<file path="src/rtl/root_arb_pkg.sv">
// Shared types and widths for the root job arbiter.
// Optional watchdog in root_job_arbiter is enabled with ROOT_ARB_TIMEOUT_EN.
package root_arb_pkg;

    localparam int unsigned RAD_W = 10;
    localparam int unsigned EXP_W = 3;
    localparam int unsigned RES_W = 20;

    localparam logic [RES_W-1:0] ERR_DATA = 20'hFFFFF;

    typedef enum logic [2:0] {
        StIdle,
        StIssue,
        StWait,
        StResp,
        StGuard
    } arb_state_e;

endpackage

</file>
<file path="src/rtl/rr_arbiter_ptr.sv">
// Pointer-based round-robin arbiter: first asserted request at or after the
// pointer wins; the pointer moves past the winner when the grant is taken.
module rr_arbiter_ptr #(
    parameter int unsigned NREQ  = 4,
    parameter int unsigned IDX_W = (NREQ > 1) ? $clog2(NREQ) : 1
) (
    input  logic             clk,
    input  logic             rst_n,
    input  logic [NREQ-1:0]  req,
    input  logic             advance,
    output logic [NREQ-1:0]  gnt,
    output logic [IDX_W-1:0] gnt_idx,
    output logic             gnt_any
);

    localparam logic [IDX_W:0] NREQ_W = (IDX_W + 1)'(NREQ);

    logic [IDX_W-1:0] ptr_q, ptr_d;
    logic [IDX_W:0]   cand;
    logic [IDX_W:0]   ptr_inc;

    // Extra bit on cand keeps ptr + offset from overflowing before the wrap.
    always_comb begin
        gnt_any = 1'b0;
        gnt_idx = '0;
        gnt     = '0;
        cand    = '0;
        for (int unsigned off = 0; off < NREQ; off++) begin
            cand = {1'b0, ptr_q} + (IDX_W + 1)'(off);
            if (cand >= NREQ_W) begin
                cand = cand - NREQ_W;
            end
            if (!gnt_any && req[cand[IDX_W-1:0]]) begin
                gnt_any = 1'b1;
                gnt_idx = cand[IDX_W-1:0];
            end
        end
        if (gnt_any) begin
            gnt[gnt_idx] = 1'b1;
        end
    end

    always_comb begin
        ptr_d   = ptr_q;
        ptr_inc = {1'b0, gnt_idx} + 1'b1;
        if (advance && gnt_any) begin
            ptr_d = (ptr_inc >= NREQ_W) ? '0 : ptr_inc[IDX_W-1:0];
        end
    end

    always_ff @(posedge clk or negedge rst_n) begin
        if (!rst_n) begin
            ptr_q <= '0;
        end else begin
            ptr_q <= ptr_d;
        end
    end

endmodule

</file>
<file path="src/rtl/root_job_arbiter.sv">
// Shares one iterative Root datapath between NREQ requesters, one job at a time.
// Define ROOT_ARB_TIMEOUT_EN to add a WAIT watchdog that aborts a stuck datapath.
module root_job_arbiter
    import root_arb_pkg::*;
#(
    parameter int unsigned NREQ        = 4,
    parameter int unsigned ISSUE_CYC   = 2,
    parameter int unsigned GUARD_CYC   = 2,
    parameter int unsigned TIMEOUT_CYC = 64
) (
    input  logic                  clk,
    input  logic                  rst_n,
    input  logic [NREQ-1:0]       req_valid,
    output logic [NREQ-1:0]       req_ready,
    input  logic [NREQ*RAD_W-1:0] req_data_1,
    input  logic [NREQ*EXP_W-1:0] req_data_2,
    output logic [NREQ-1:0]       rsp_valid,
    input  logic [NREQ-1:0]       rsp_ready,
    output logic [RES_W-1:0]      rsp_data,
    output logic                  rsp_err,
    output logic                  root_in_valid,
    output logic [RAD_W-1:0]      root_in_data_1,
    output logic [EXP_W-1:0]      root_in_data_2,
    input  logic                  root_out_valid,
    input  logic [RES_W-1:0]      root_out_data,
    output logic                  root_rst_n,
    output logic                  busy
);

    localparam int unsigned IDX_W   = (NREQ > 1) ? $clog2(NREQ) : 1;
    localparam int unsigned CNT_MAX = (ISSUE_CYC > GUARD_CYC) ? ISSUE_CYC : GUARD_CYC;
    localparam int unsigned CNT_W   = (CNT_MAX > 1) ? $clog2(CNT_MAX + 1) : 1;

    localparam logic [CNT_W-1:0] ISSUE_LAST = CNT_W'(ISSUE_CYC - 1);
    localparam logic [CNT_W-1:0] GUARD_LAST = CNT_W'(GUARD_CYC - 1);

    arb_state_e       state_q, state_d;
    logic [CNT_W-1:0] cnt_q, cnt_d;
    logic [IDX_W-1:0] gnt_q, gnt_d;
    logic [RAD_W-1:0] rad_q, rad_d;
    logic [EXP_W-1:0] exp_q, exp_d;
    logic [RES_W-1:0] rsp_data_q, rsp_data_d;
    logic             rsp_err_q, rsp_err_d;
    logic             zero_job_q, zero_job_d;

    logic [NREQ-1:0]  arb_gnt;
    logic [IDX_W-1:0] arb_idx;
    logic             arb_any;
    logic             arb_advance;
    logic [RAD_W-1:0] sel_rad;
    logic [EXP_W-1:0] sel_exp;
    logic             abort_pulse;

`ifdef ROOT_ARB_TIMEOUT_EN
    localparam logic [15:0] WDOG_LAST = 16'(TIMEOUT_CYC - 1);

    logic [15:0] wdog_q, wdog_d;
    logic [1:0]  abort_q, abort_d;
`else
    logic unused_timeout_cfg;
    assign unused_timeout_cfg = (TIMEOUT_CYC != 0);
`endif

    rr_arbiter_ptr #(
        .NREQ  (NREQ),
        .IDX_W (IDX_W)
    ) u_rr (
        .clk     (clk),
        .rst_n   (rst_n),
        .req     (req_valid),
        .advance (arb_advance),
        .gnt     (arb_gnt),
        .gnt_idx (arb_idx),
        .gnt_any (arb_any)
    );

    always_comb begin
        sel_rad = '0;
        sel_exp = '0;
        for (int i = 0; i < NREQ; i++) begin
            if (arb_idx == IDX_W'(i)) begin
                sel_rad = req_data_1[i*RAD_W +: RAD_W];
                sel_exp = req_data_2[i*EXP_W +: EXP_W];
            end
        end
    end

    always_comb begin
        state_d     = state_q;
        cnt_d       = cnt_q;
        gnt_d       = gnt_q;
        rad_d       = rad_q;
        exp_d       = exp_q;
        rsp_data_d  = rsp_data_q;
        rsp_err_d   = rsp_err_q;
        zero_job_d  = zero_job_q;
        arb_advance = 1'b0;
`ifdef ROOT_ARB_TIMEOUT_EN
        wdog_d  = '0;
        abort_d = (abort_q != '0) ? abort_q - 1'b1 : '0;
`endif
        unique case (state_q)
            StIdle: begin
                if (arb_any) begin
                    arb_advance = 1'b1;
                    gnt_d       = arb_idx;
                    rad_d       = sel_rad;
                    exp_d       = sel_exp;
                    cnt_d       = '0;
                    // A zero exponent has no defined root: answer with an error, skip the datapath.
                    if (sel_exp == '0) begin
                        zero_job_d = 1'b1;
                        rsp_err_d  = 1'b1;
                        rsp_data_d = '0;
                        state_d    = StResp;
                    end else begin
                        zero_job_d = 1'b0;
                        state_d    = StIssue;
                    end
                end
            end
            StIssue: begin
                if (cnt_q == ISSUE_LAST) begin
                    cnt_d   = '0;
                    state_d = StWait;
                end else begin
                    cnt_d = cnt_q + 1'b1;
                end
            end
            StWait: begin
                if (root_out_valid) begin
                    rsp_data_d = root_out_data;
                    rsp_err_d  = 1'b0;
                    state_d    = StResp;
`ifdef ROOT_ARB_TIMEOUT_EN
                end else if (wdog_q == WDOG_LAST) begin
                    abort_d    = 2'd2;
                    rsp_data_d = ERR_DATA;
                    rsp_err_d  = 1'b1;
                    state_d    = StResp;
                end else begin
                    wdog_d = wdog_q + 16'd1;
`endif
                end
            end
            StResp: begin
                if (rsp_ready[gnt_q]) begin
                    cnt_d   = '0;
                    state_d = zero_job_q ? StIdle : StGuard;
                end
            end
            StGuard: begin
                if (cnt_q == GUARD_LAST) begin
                    cnt_d   = '0;
                    state_d = StIdle;
                end else begin
                    cnt_d = cnt_q + 1'b1;
                end
            end
            default: state_d = StIdle;
        endcase
    end

    always_ff @(posedge clk or negedge rst_n) begin
        if (!rst_n) begin
            state_q    <= StIdle;
            cnt_q      <= '0;
            gnt_q      <= '0;
            rad_q      <= '0;
            exp_q      <= '0;
            rsp_data_q <= '0;
            rsp_err_q  <= 1'b0;
            zero_job_q <= 1'b0;
        end else begin
            state_q    <= state_d;
            cnt_q      <= cnt_d;
            gnt_q      <= gnt_d;
            rad_q      <= rad_d;
            exp_q      <= exp_d;
            rsp_data_q <= rsp_data_d;
            rsp_err_q  <= rsp_err_d;
            zero_job_q <= zero_job_d;
        end
    end

`ifdef ROOT_ARB_TIMEOUT_EN
    always_ff @(posedge clk or negedge rst_n) begin
        if (!rst_n) begin
            wdog_q  <= '0;
            abort_q <= '0;
        end else begin
            wdog_q  <= wdog_d;
            abort_q <= abort_d;
        end
    end

    // Registered so the datapath reset is glitch-free.
    assign abort_pulse = (abort_q != '0);
`else
    assign abort_pulse = 1'b0;
`endif

    always_comb begin
        rsp_valid = '0;
        if (state_q == StResp) begin
            rsp_valid[gnt_q] = 1'b1;
        end
    end

    assign req_ready      = (state_q == StIdle) ? arb_gnt : '0;
    assign rsp_data       = rsp_data_q;
    assign rsp_err        = rsp_err_q;
    assign root_in_valid  = (state_q == StIssue);
    assign root_in_data_1 = rad_q;
    assign root_in_data_2 = exp_q;
    assign root_rst_n     = rst_n & ~abort_pulse;
    assign busy           = (state_q != StIdle);

endmodule
</file>
<file path="config.mk">
export PLATFORM = sky130hd
export DESIGN_NAME = root_job_arbiter
export DESIGN_NICKNAME = d
export VERILOG_FILES = /design/src/rtl/root_arb_pkg.sv /design/src/rtl/rr_arbiter_ptr.sv /design/src/rtl/root_job_arbiter.sv
export SDC_FILE = /design/constraint.sdc
export NUM_CORES = 1
export LEC_CHECK = 0
export ABC_CLOCK_PERIOD_IN_PS = 4000
export BUFFER_PORTS_ARGS = -buffer_cell sky130_fd_sc_hd__buf_2
export CORE_ASPECT_RATIO = 1.1
export CORE_MARGIN = 2
export CORE_UTILIZATION = 48
export DETAILED_ROUTE_END_ITERATION = 10
export PLACE_DENSITY = 0.82
export SETUP_SLACK_MARGIN = 0.3
export SLEW_MARGIN = 20
export SYNTH_ARGS = -nofsm -noshare
export SYNTH_HDL_FRONTEND = slang
export SYNTH_SLANG_ARGS = --single-unit
</file>
<file path="constraint.sdc">
create_clock -name clk -period 4 [get_ports clk]
set_input_delay 0.2 -clock clk [delete_from_list [all_inputs] [get_ports clk]]
set_output_delay 0.2 -clock clk [all_outputs]
set_load 0.05 [all_outputs]
</file>
==> impl_metrics.json, run 1 <==
{
  "outcome": "finished clean",
  "diodes": 0,
  "ios": 128,
  "synth-async-reset-ratio_pct": 100,
  "synth-seq-area-share_pct": 46.5,
  "post-dp-hpwl_um": 4460,
  "sw_frac_of_total_pct": 53.9,
  "cts_root_buf": "clkbuf_8",
  "drt_first_pass_iters": 4,
  "synth_edf_count": 0,
  "synth_seq_cells": 44,
  "worst_slew_pin_slew_ns": 0.729,
  "grt_pass1_vias": 2250,
  "wl_um": 5830,
  "clkTransAtPathRegs_ns": 0.08,
  "place_area_mm2": 0.00298,
  "io_buffers": 127,
  "via_per_inst": 5.49,
  "syn-num-nets": 339,
  "slew_headroom_pct": 51.2,
  "maxSlewViolCount": 0,
  "pwr-share-clk_pct": 9.5,
  "p_sw_uw": 1500,
  "max_freq_mhz": 311,
  "fin_area_mm2": 0.00308,
  "leakagePower_uw": 0.00161,
  "p_per_area_mw_per_mm2": 903,
  "critPathLaunch": "u_rr.ptr_q[1]$_DFFE_PN0P_",
  "core_area_mm2": 0.00468,
  "setup_viol": 0,
  "cp_max_fo": 27,
  "cts_max_path_buffers": 2,
  "crit_required_ns": 4.23,
  "finalSetupTns_ns": 0,
  "intPower_uw": 1280,
  "combPwrFrac_pct": 62.0,
  "cts.sinks": 44,
  "synthesis.area_mm2": 0.00237,
  "vias": 2326,
  "max-cap-violations": 0,
  "grt_overflow": 0,
  "finalCritPeriodShare_pct": 80.3,
  "rsz0062_at_grt": "false",
  "fin_nets": 455,
  "end_kind": "flop",
  "drcViolationCount": 0,
  "worstReg2RegStart": "u_rr.ptr_q[1]$_DFFE_PN0P_",
  "hold_start": "root_out_data[18]",
  "synthTopCellsByArea": "dfrtp_1, a22o_1, nand2_1, a221oi_1, o21ai_0",
  "chipWidth_um": 71.0,
  "antenna_found_initial": 0,
  "routedWlPerCell_um": 13.8,
  "cts_buffers": 5,
  "synth_warnings": 0,
  "seqPwrFrac_pct": 28.5,
  "synth_top_area_share_pct": 46.5,
  "die_area_mm2": 0.00551,
  "min_path_type": "input port to flop",
  "final.fill_count": 408,
  "h-tree-depth": 2,
  "drtAntennaViolNets": 0,
  "drive_gt1_share_pct": 38.6,
  "start_util_pct": 50.6,
  "grt_max_degree": 46,
  "yosysUniqueCellTypes": 35,
  "hold_viol_final": 0,
  "grt_use_total_pct": 21.9,
  "yosys-top-cells-count": "dfrtp_1, nand2_1, a22o_1, o21ai_0, a21oi_1",
  "fin_worst_skew_ns": 0.00309,
  "insertion_delay_ns": 0.29,
  "crit_arrival_ns": 3.44,
  "gp_congestion": 0.850,
  "fin_crit_ns": 3.21,
  "yosysMostFrequentCell": "dfrtp_1",
  "drtIter0Drc": 102,
  "worstSetupPathType": "flop to flop",
  "tritoncts": "built",
  "area_delta_synth_final_pct": 29.9,
  "synth_area_leader_cell": "dfrtp_1",
  "die_height_um": 77.7,
  "synth_cells": 252,
  "irDropWorstVdd_mv": 0.384,
  "rows": 26,
  "syn_avg_cell_area_um2": 9.40,
  "startpoint_type": "flop",
  "grt_pass1_wl_um": 9840,
  "synth-main-ff-cell": "dfrtp_1"
}
worst max-delay path, stage by stage, from the launching register on:
cell and delay, ns:
dfrtp_1 0.44, inv_1 0.10, a22oi_1 0.07, o221ai_1 0.22, nor2_1 0.11, inv_1 0.11, ha_1 0.63, a211oi_1 0.09
a221oi_1 0.38, a211o_1 0.21, a21o_1 0.55, a22o_1 0.23
power groups by stage:
stage / Combinational (uW) / Clock, uW / Sequential, uW
after detailed placement: 1720 / 0 / 793
after floorplan: 906 / 0 / 1270
after global placement: 1690 / 0 / 792
after global routing: 1880 / 290 / 817
final: 1720 / 264 / 791
after CTS: 1730 / 272 / 787
layer usage:
metal  up-vias  GRT usage [%]  share of wire (%)
met2       112           38.6                 48
met4         0           7.36                2.1
met3        12           5.19                8.0
li1       1143              -                  -
met5         -              0                  0
met1      1059           26.1                 41
kinds of logic (layout without fill, tap and decap cells):
| group | after synthesis | in the layout | synth area share [%] |
|---|---|---|---|
| adder cells (fa/ha/maj) | 4 | 4 | 2.11 |
| AND/OR/NAND/NOR | 86 | 86 | 18.6 |
| buffers and inverters | 30 | 146 | 6.23 |
| flip-flops | 44 | 44 | 46.5 |
| AO/OA/AOI/OAI | 84 | 84 | 24.2 |
| multiplexers | 4 | 4 | 2.27 |
timing repair:
action | CTS | global route
endpoints found under the setup margin | 0 | 21
gates resized for setup | 0 | 1
endpoints found under the hold margin | 10 | 0
hold buffers | 1 | 0
setup buffers | 0 | 0
area by class of cell:
type                       count  area [um2]  area share [%]
timing repair buffer         129         653            21.2
clock inverter                 2        12.5           0.407
inverter                      10        37.5            1.22
tap                           56        70.1            2.28
clock buffer                   5        68.8            2.24
multi-input combinational    178        1130            36.8
sequential                    44        1100            35.8
worst paths after layout:
| kind | to | slack, ns | cells after the start |
|---|---|---|---|
| max in group asynchronous | rsp_data[4]$_DFFE_PN0P_ | 3.11 | 3 |
| worst min-delay path | rsp_data[18]$_DFFE_PN0P_ | 0.13 | 2 |
| worst min register to register | root_in_data_1[3]$_DFFE_PN0P_ | 0.48 | 2 |
| worst max register to register | rsp_data[2]$_DFFE_PN0P_ | 0.79 | 11 |
| worst max-delay path | rsp_data[2]$_DFFE_PN0P_ | 0.79 | 11 |
| min in group asynchronous | rsp_data[10]$_DFFE_PN0P_ | 0.52 | 3 |
sequential cells by signal (all words and copies together), names as in the netlist, 2 cells and up:
name            cells
u_rr.ptr_q          2
root_in_data_2      3
rsp_data           20
state_q             3
cnt_q               2
gnt_q               2
root_in_data_1     10
metrics by stage:
step | setup slack [ns] | util (%) | hold WS, ns | power (uW) | instances
finish | 0.788 | 65.7 | 0.129 | 2780 | 424
global route | 0.393 | 65.7 | 0.126 | 2980 | 424
CTS | 0.630 | 65.5 | 0.119 | 2790 | 424
detailed placement | 0.672 | 63.5 | 0.315 | 2520 | 416
global placement | 0.791 | 63.5 | 0.305 | 2480 | 416
floorplan | 1.53 | - | -0.0956 | 2170 | 252
cell usage in the layout, fill, tap and decap left out, drive strengths merged, types with 2 or more instances in the layout:
| cell | n |
|---|---|
| a211oi | 4 |
| a21o | 2 |
| a21oi | 19 |
| a221oi | 12 |
| a22o | 20 |
| and2 | 4 |
| buf | 128 |
| clkbuf | 5 |
| dfrtp | 44 |
| ha | 4 |
| inv | 10 |
| mux2i | 2 |
| nand2 | 33 |
| nand3 | 4 |
| nand3b | 3 |
| nor2 | 7 |
| nor2b | 13 |
| nor3 | 14 |
| nor3b | 4 |
| o21ai | 21 |
Power figures use the tool's default switching activity.
==> run 2, diff against run 1 <==
--- a/config.mk
+++ b/config.mk
@@ -5,13 +5,13 @@
 export SDC_FILE = /design/constraint.sdc
 export NUM_CORES = 1
 export LEC_CHECK = 0
-export ABC_CLOCK_PERIOD_IN_PS = 4000
+export ABC_CLOCK_PERIOD_IN_PS = 2700
 export BUFFER_PORTS_ARGS = -buffer_cell sky130_fd_sc_hd__buf_2
 export CORE_ASPECT_RATIO = 1.1
 export CORE_MARGIN = 2
-export CORE_UTILIZATION = 48
+export CORE_UTILIZATION = 40
 export DETAILED_ROUTE_END_ITERATION = 10
-export PLACE_DENSITY = 0.82
+export PLACE_DENSITY = 0.73
 export SETUP_SLACK_MARGIN = 0.3
 export SLEW_MARGIN = 20
 export SYNTH_ARGS = -nofsm -noshare
==> constraint.sdc (replaced) <==
create_clock -name clk -period 2.7 [get_ports clk]
set_input_delay 0.135 -clock clk [delete_from_list [all_inputs] [get_ports clk]]
set_output_delay 0.135 -clock clk [all_outputs]
set_load 0.05 [all_outputs]
==> run 2 against run 1 <==
Net effect:
- sequential share of layout area is 4.0 points lower
- via count up 2.7%
- setup slack worse by 0.70 ns
- first-iteration DRC count down 3.9%
- final cell count increased by 9.2%
- sequential power increased by 49%
==> impl_metrics.json, run 2 (synthesis results as in run 1) <==
{
  "wl_um": 6730,
  "finalCritPeriodShare_pct": 96.9,
  "area_delta_synth_final_pct": 46.3,
  "drtAntennaViolNets": 0,
  "routed.top_layer": "met4",
  "grt_use_total_pct": 20.2,
  "diodes": 0,
  "dp.cells": 444,
  "place_ws_ns": 0.0238,
  "whs_ns": 0.0604,
  "routedWlPerCell_um": 14.5,
  "io_buffers": 127,
  "slew_headroom_pct": 63.7,
  "drt_first_pass_iters": 4,
  "dr_wl_met2_um": 3280,
  "cts_root_buf": "clkbuf_8",
  "crit_required_ns": 2.88,
  "cts_max_path_buffers": 2,
  "crit_arrival_ns": 2.80,
  "core_area_mm2": 0.00573,
  "min_path_type": "input port to flop",
  "setup_viol": 0,
  "fin_worst_skew_ns": 0.0106,
  "rows": 29,
  "end_kind": "flop",
  "die_area_mm2": 0.00655,
  "insertion_delay_ns": 0.30,
  "drtIter0Drc": 98,
  "hold_viol_final": 0,
  "instances_no_fill": 463,
  "clkTransAtPathRegs_ns": 0.09,
  "grt_pass1_wl_um": 10700,
  "start_util_pct": 41.3,
  "route.met3.wl_um": 513,
  "worst_slew_pin_slew_ns": 0.544,
  "chipWidth_um": 77.4,
  "fin_nets": 472,
  "post-dp-hpwl_um": 4740,
  "vias": 2388,
  "die_height_um": 84.7,
  "antenna_found_initial": 0,
  "largest_reg_flops": 20,
  "fin_ws_ns": 0.0839,
  "max_freq_mhz": 382,
  "grt_max_degree": 45,
  "startpoint_type": "flop",
  "final_common_cell": "buf_2",
  "h-tree-depth": 2,
  "final_cell_mix": "buf_2, dfrtp_1, nand2_1",
  "cts_buffers": 5,
  "worstSetupPathType": "flop to flop",
  "fin_crit_ns": 2.62,
  "leakagePower_uw": 0.00175,
  "rsz0062_at_grt": "true",
  "p_per_area_mw_per_mm2": 1370,
  "via_per_inst": 5.16,
  "cts.sinks": 44,
  "tritoncts": "built",
  "gp_congestion": 0.873,
  "irDropWorstVdd_mv": 0.868,
  "wl_met1_um": 2850,
  "grt_overflow": 0,
  "ios": 128,
  "cp_max_fo": 21,
  "maxSlewViolCount": 0,
  "max-cap-violations": 0,
  "drcViolationCount": 0,
  "outcome": "finished clean",
  "grt_pass1_vias": 2273,
  "drive_gt1_share_pct": 48.2,
  "final.fill_count": 527
}
run 2: layout make-up:
cell class,instances,area [um2],area share [%]
clock buffer,6,82.6,2.38
multi-input combinational,178,1300,37.6
inverter,10,37.5,1.08
timing repair buffer,146,807,23.3
tap,77,96.3,2.78
clock inverter,2,38.8,1.12
sequential,44,1100,31.8
run 2: metrics by stage:
stage | TNS (ns) | power [uW] | cell area [um2] | utilization, %
6_report | 0 | 4730 | 3460 | 60.4
5_1_grt | -0.254 | 5060 | 3460 | 60.4
4_1_cts | 0 | 4520 | 3310 | 57.7
3_5_place_dp | 0 | 3860 | 3090 | 54.0
3_3_place_gp | 0 | 3810 | 3090 | 54.0
2_1_floorplan | 0 | 3260 | 2400 | -
run 2: final timing paths:
kind / endpoint / slack (ns) / depth (start not counted) / from
max: rsp_data[7]$_DFFE_PN0P_ / 0.08 / 11 / u_rr.ptr_q[1]$_DFFE_PN0P_
min: rsp_data[3]$_DFFE_PN0P_ / 0.06 / 2 / root_out_data[3]
max reg2reg: rsp_data[7]$_DFFE_PN0P_ / 0.08 / 11 / u_rr.ptr_q[1]$_DFFE_PN0P_
min reg2reg: root_in_data_1[6]$_DFFE_PN0P_ / 0.48 / 2 / root_in_data_1[6]$_DFFE_PN0P_
max in group asynchronous: u_rr.ptr_q[0]$_DFFE_PN0P_ / 1.84 / 3 / rst_n
min in group asynchronous: cnt_q[1]$_DFFE_PN0P_ / 0.49 / 3 / rst_n
run 2: critical path, cell delays in order, from the launching register on:
cell and delay (ns):
dfrtp_1 0.43, mux2i_1 0.30, o221ai_2 0.18, nor2_4 0.18
inv_2 0.08, ha_4 0.19, a211oi_2 0.17, a211oi_2 0.11
a211o_1 0.31, a21o_1 0.19, buf_12 0.15, a22o_1 0.19
run 2: where the power goes:
group / switching, uW / internal (uW) / leakage [uW]
clock network: 223 / 302 / 0.0000614
registers: 228 / 950 / 0.000556
logic: 1970 / 1060 / 0.00114
run 2: what timing repair did:
item / CTS / global route
hold buffers: 1 / 0
hold endpoints to repair: 44 / 0
pin swaps: 1 / 5
setup endpoints to repair: 34 / 37
buffers inserted: 4 / 6
gates resized for setup: 10 / 24
cloned: 0 / 0
run 2: per-layer routing:
metal / vias to the layer above / GRT usage, %
li1: 1177 / -
met1: 1093 / 26.0
met2: 110 / 33.5
met3: 8 / 5.27
met4: 0 / 5.68
met5: - / 0
==> run 3, diff against run 2 <==
--- a/config.mk
+++ b/config.mk
@@ -6,12 +6,12 @@
 export NUM_CORES = 1
 export LEC_CHECK = 0
 export ABC_CLOCK_PERIOD_IN_PS = 2700
-export BUFFER_PORTS_ARGS = -buffer_cell sky130_fd_sc_hd__buf_2
 export CORE_ASPECT_RATIO = 1.1
 export CORE_MARGIN = 2
-export CORE_UTILIZATION = 40
+export CORE_UTILIZATION = 57
 export DETAILED_ROUTE_END_ITERATION = 10
-export PLACE_DENSITY = 0.73
+export DONT_BUFFER_PORTS = 1
+export PLACE_DENSITY = 0.72
 export SETUP_SLACK_MARGIN = 0.3
 export SLEW_MARGIN = 20
 export SYNTH_ARGS = -nofsm -noshare
==> run 3 against run 2 <==
Net effect:
- via count is 14% lower
- clock-buffer cell count is 1 lower
- power is 4.0% lower
- clock power is 8.7% higher
- final cell count is 28% lower
- critical path type unchanged
- largest cell class unchanged
- highest routed layer unchanged
==> impl_metrics.json, run 3 (synthesis results as in run 1) <==
{
  "outcome": "finished clean",
  "met1_usage_pct": 32.4,
  "via_per_inst": 6.17,
  "clkTransAtPathRegs_ns": 0.08,
  "cpPeakStageDelay_ns": 0.42,
  "area_delta_synth_final_pct": 28.9,
  "tritoncts": "built",
  "hold_viol_final": 0,
  "die_area_mm2": 0.00469,
  "seqPwrFrac_pct": 44.0,
  "finalCritPeriodShare_pct": 98.3,
  "rsz0062_at_grt": "true",
  "grt_use_total_pct": 26.7,
  "insertion_delay_ns": 0.29,
  "p_sw_uw": 2350,
  "grt_pass1_wl_um": 9510,
  "grt_util_met2_pct": 45.9,
  "crit_required_ns": 2.88,
  "ios": 128,
  "cts_buffers": 5,
  "min_path_type": "input port to flop",
  "leakagePower_uw": 0.00133,
  "maxSlewViolCount": 0,
  "rows": 24,
  "end_kind": "flop",
  "h-tree-depth": 2,
  "start_util_pct": 59.8,
  "pwr-share-clk_pct": 12.6,
  "slew_headroom_pct": 64.8,
  "combPwrFrac_pct": 43.4,
  "sw_frac_of_total_pct": 51.7,
  "fin_nets": 369,
  "cp_max_fo": 21,
  "cts.sinks": 44,
  "slowest_stage": "dfrtp_2",
  "worstReg2RegStart": "u_rr.ptr_q[1]$_DFFE_PN0P_",
  "worst_slew_pin_slew_ns": 0.528,
  "busiest_layer": "met2",
  "worstSetupPathType": "flop to flop",
  "drtAntennaViolNets": 0,
  "final_cell_mix": "dfrtp_1, nand2_1, dlygate4sd3_1",
  "drive_gt1_share_pct": 23.8,
  "final_common_cell": "dfrtp_1",
  "met3_usage_pct": 7.06,
  "rr_worst_depth": 11,
  "die_height_um": 71.6,
  "drcViolationCount": 0,
  "instances_no_fill": 334,
  "hold_start": "req_data_1[37]",
  "fin_worst_skew_ns": 0.00371,
  "dp.cells": 297,
  "cts_max_path_buffers": 2,
  "crit_family": "compound AO/OA/AOI/OAI gates",
  "diodes": 0,
  "crit_arrival_ns": 2.83,
  "power_uw": 4540,
  "setup_viol": 0,
  "gp_congestion": 0.833,
  "reg2reg_to": "rsp_data[12]$_DFFE_PN0P_",
  "place_area_mm2": 0.00247,
  "grt_overflow": 0,
  "finalSetupTns_ns": 0,
  "intPower_uw": 2190,
  "max_freq_mhz": 377,
  "grt_pass1_vias": 1957,
  "crit_buf_inv": 2,
  "path_cells": "mux2i_1 -> o221ai_2 -> nor2_4 -> inv_2 -> ha_4 -> a211oi_2 -> o21ai_1 -> a211o_1 -> a21o_1 -> buf_12 -> a22o_1",
  "max-cap-violations": 0,
  "routedWlPerCell_um": 19.8,
  "fin_area_mm2": 0.00305,
  "wl_um": 6610,
  "io_buffers": 0,
  "grt_max_degree": 45,
  "holdPathStages": 2,
  "startpoint_type": "flop",
  "chipWidth_um": 65.5,
  "vias": 2060,
  "fin_crit_ns": 2.65,
  "drtIter0Drc": 167,
  "core_area_mm2": 0.00396,
  "largest_reg_flops": 20,
  "irDropWorstVdd_mv": 0.736,
  "p_per_area_mw_per_mm2": 1490,
  "cts_root_buf": "clkbuf_8",
  "hold_end": "root_in_data_1[7]$_DFFE_PN0P_",
  "drt_first_pass_iters": 4,
  "r2r_slack_ns": 0.05,
  "post-dp-hpwl_um": 4170,
  "antenna_found_initial": 0
}
run 3: changes by cell type in the layout (fill, tap and decap cells not counted), moves of 3 or more:
cell / previous run / this run
buf_2: 126 / 0
dlygate4sd3_1: 1 / 21
nor3b_1: 3 / 0
nor3b_2: 1 / 4
o21ai_1: 4 / 1
run 3: layer usage:
metal	routed length, um	share of wire [%]
met1	2440	37
met2	3480	53
met3	594	9.0
met4	95	1.4
met5	0	0
run 3: repair_timing:
| action | 4_1_cts | 5_1_grt |
|---|---|---|
| setup buffers | 5 | 3 |
| resized for setup | 10 | 24 |
| gates cloned | 0 | 0 |
| setup endpoints to repair | 34 | 37 |
| hold endpoints to repair | 61 | 3 |
| pin swaps | 3 | 7 |
| hold buffers | 19 | 3 |
run 3: area by class of cell:
class | instances | area (um2)
sequential | 44 | 1100
multi-input combinational | 178 | 1300
tap | 52 | 65.1
timing repair buffer | 43 | 419
fill | 286 | 911
clock buffer | 5 | 68.8
clock inverter | 2 | 60.1
inverter | 10 | 37.5
run 3: worst max path at each step:
stage / startpoint / endpoint / slack (ns) / depth (start not counted)
3_5_place_dp: u_rr.ptr_q[1]$_DFFE_PN0P_ / rsp_data[12]$_DFFE_PN0P_ / 0.03 / 12
4_1_cts: u_rr.ptr_q[1]$_DFFE_PN0P_ / rsp_data[11]$_DFFE_PN0P_ / 0.21 / 11
6_report: u_rr.ptr_q[1]$_DFFE_PN0P_ / rsp_data[12]$_DFFE_PN0P_ / 0.05 / 11
3_3_place_gp: u_rr.ptr_q[1]$_DFFE_PN0P_ / rsp_data[0]$_DFFE_PN0P_ / 0.16 / 11
5_1_grt: u_rr.ptr_q[1]$_DFFE_PN0P_ / rsp_data[0]$_DFFE_PN0P_ / -0.04 / 11
2_1_floorplan: u_rr.ptr_q[1]$_DFFE_PN0P_ / rsp_data[0]$_DFFE_PN0P_ / 0.28 / 12
run 3: power groups by stage:
| stage | Sequential (uW) | Clock, uW | Combinational [uW] |
|---|---|---|---|
| floorplan | 1880 | 0 | 1380 |
| global placement | 2000 | 0 | 1540 |
| detailed placement | 2000 | 0 | 1590 |
| CTS | 1990 | 585 | 1750 |
| global route | 2040 | 606 | 2160 |
| finish | 2000 | 572 | 1970 |
run 3: through the flow:
stage / hold slack, ns / worst slack [ns] / util, %
2_1_floorplan: -0.161 / 0.276 / -
3_3_place_gp: -0.159 / 0.157 / 62.4
3_5_place_dp: -0.159 / 0.0306 / 62.4
4_1_cts: 0.00118 / 0.211 / 72.9
5_1_grt: 0.0451 / -0.0365 / 77.0
6_report: 0.0432 / 0.0454 / 77.0
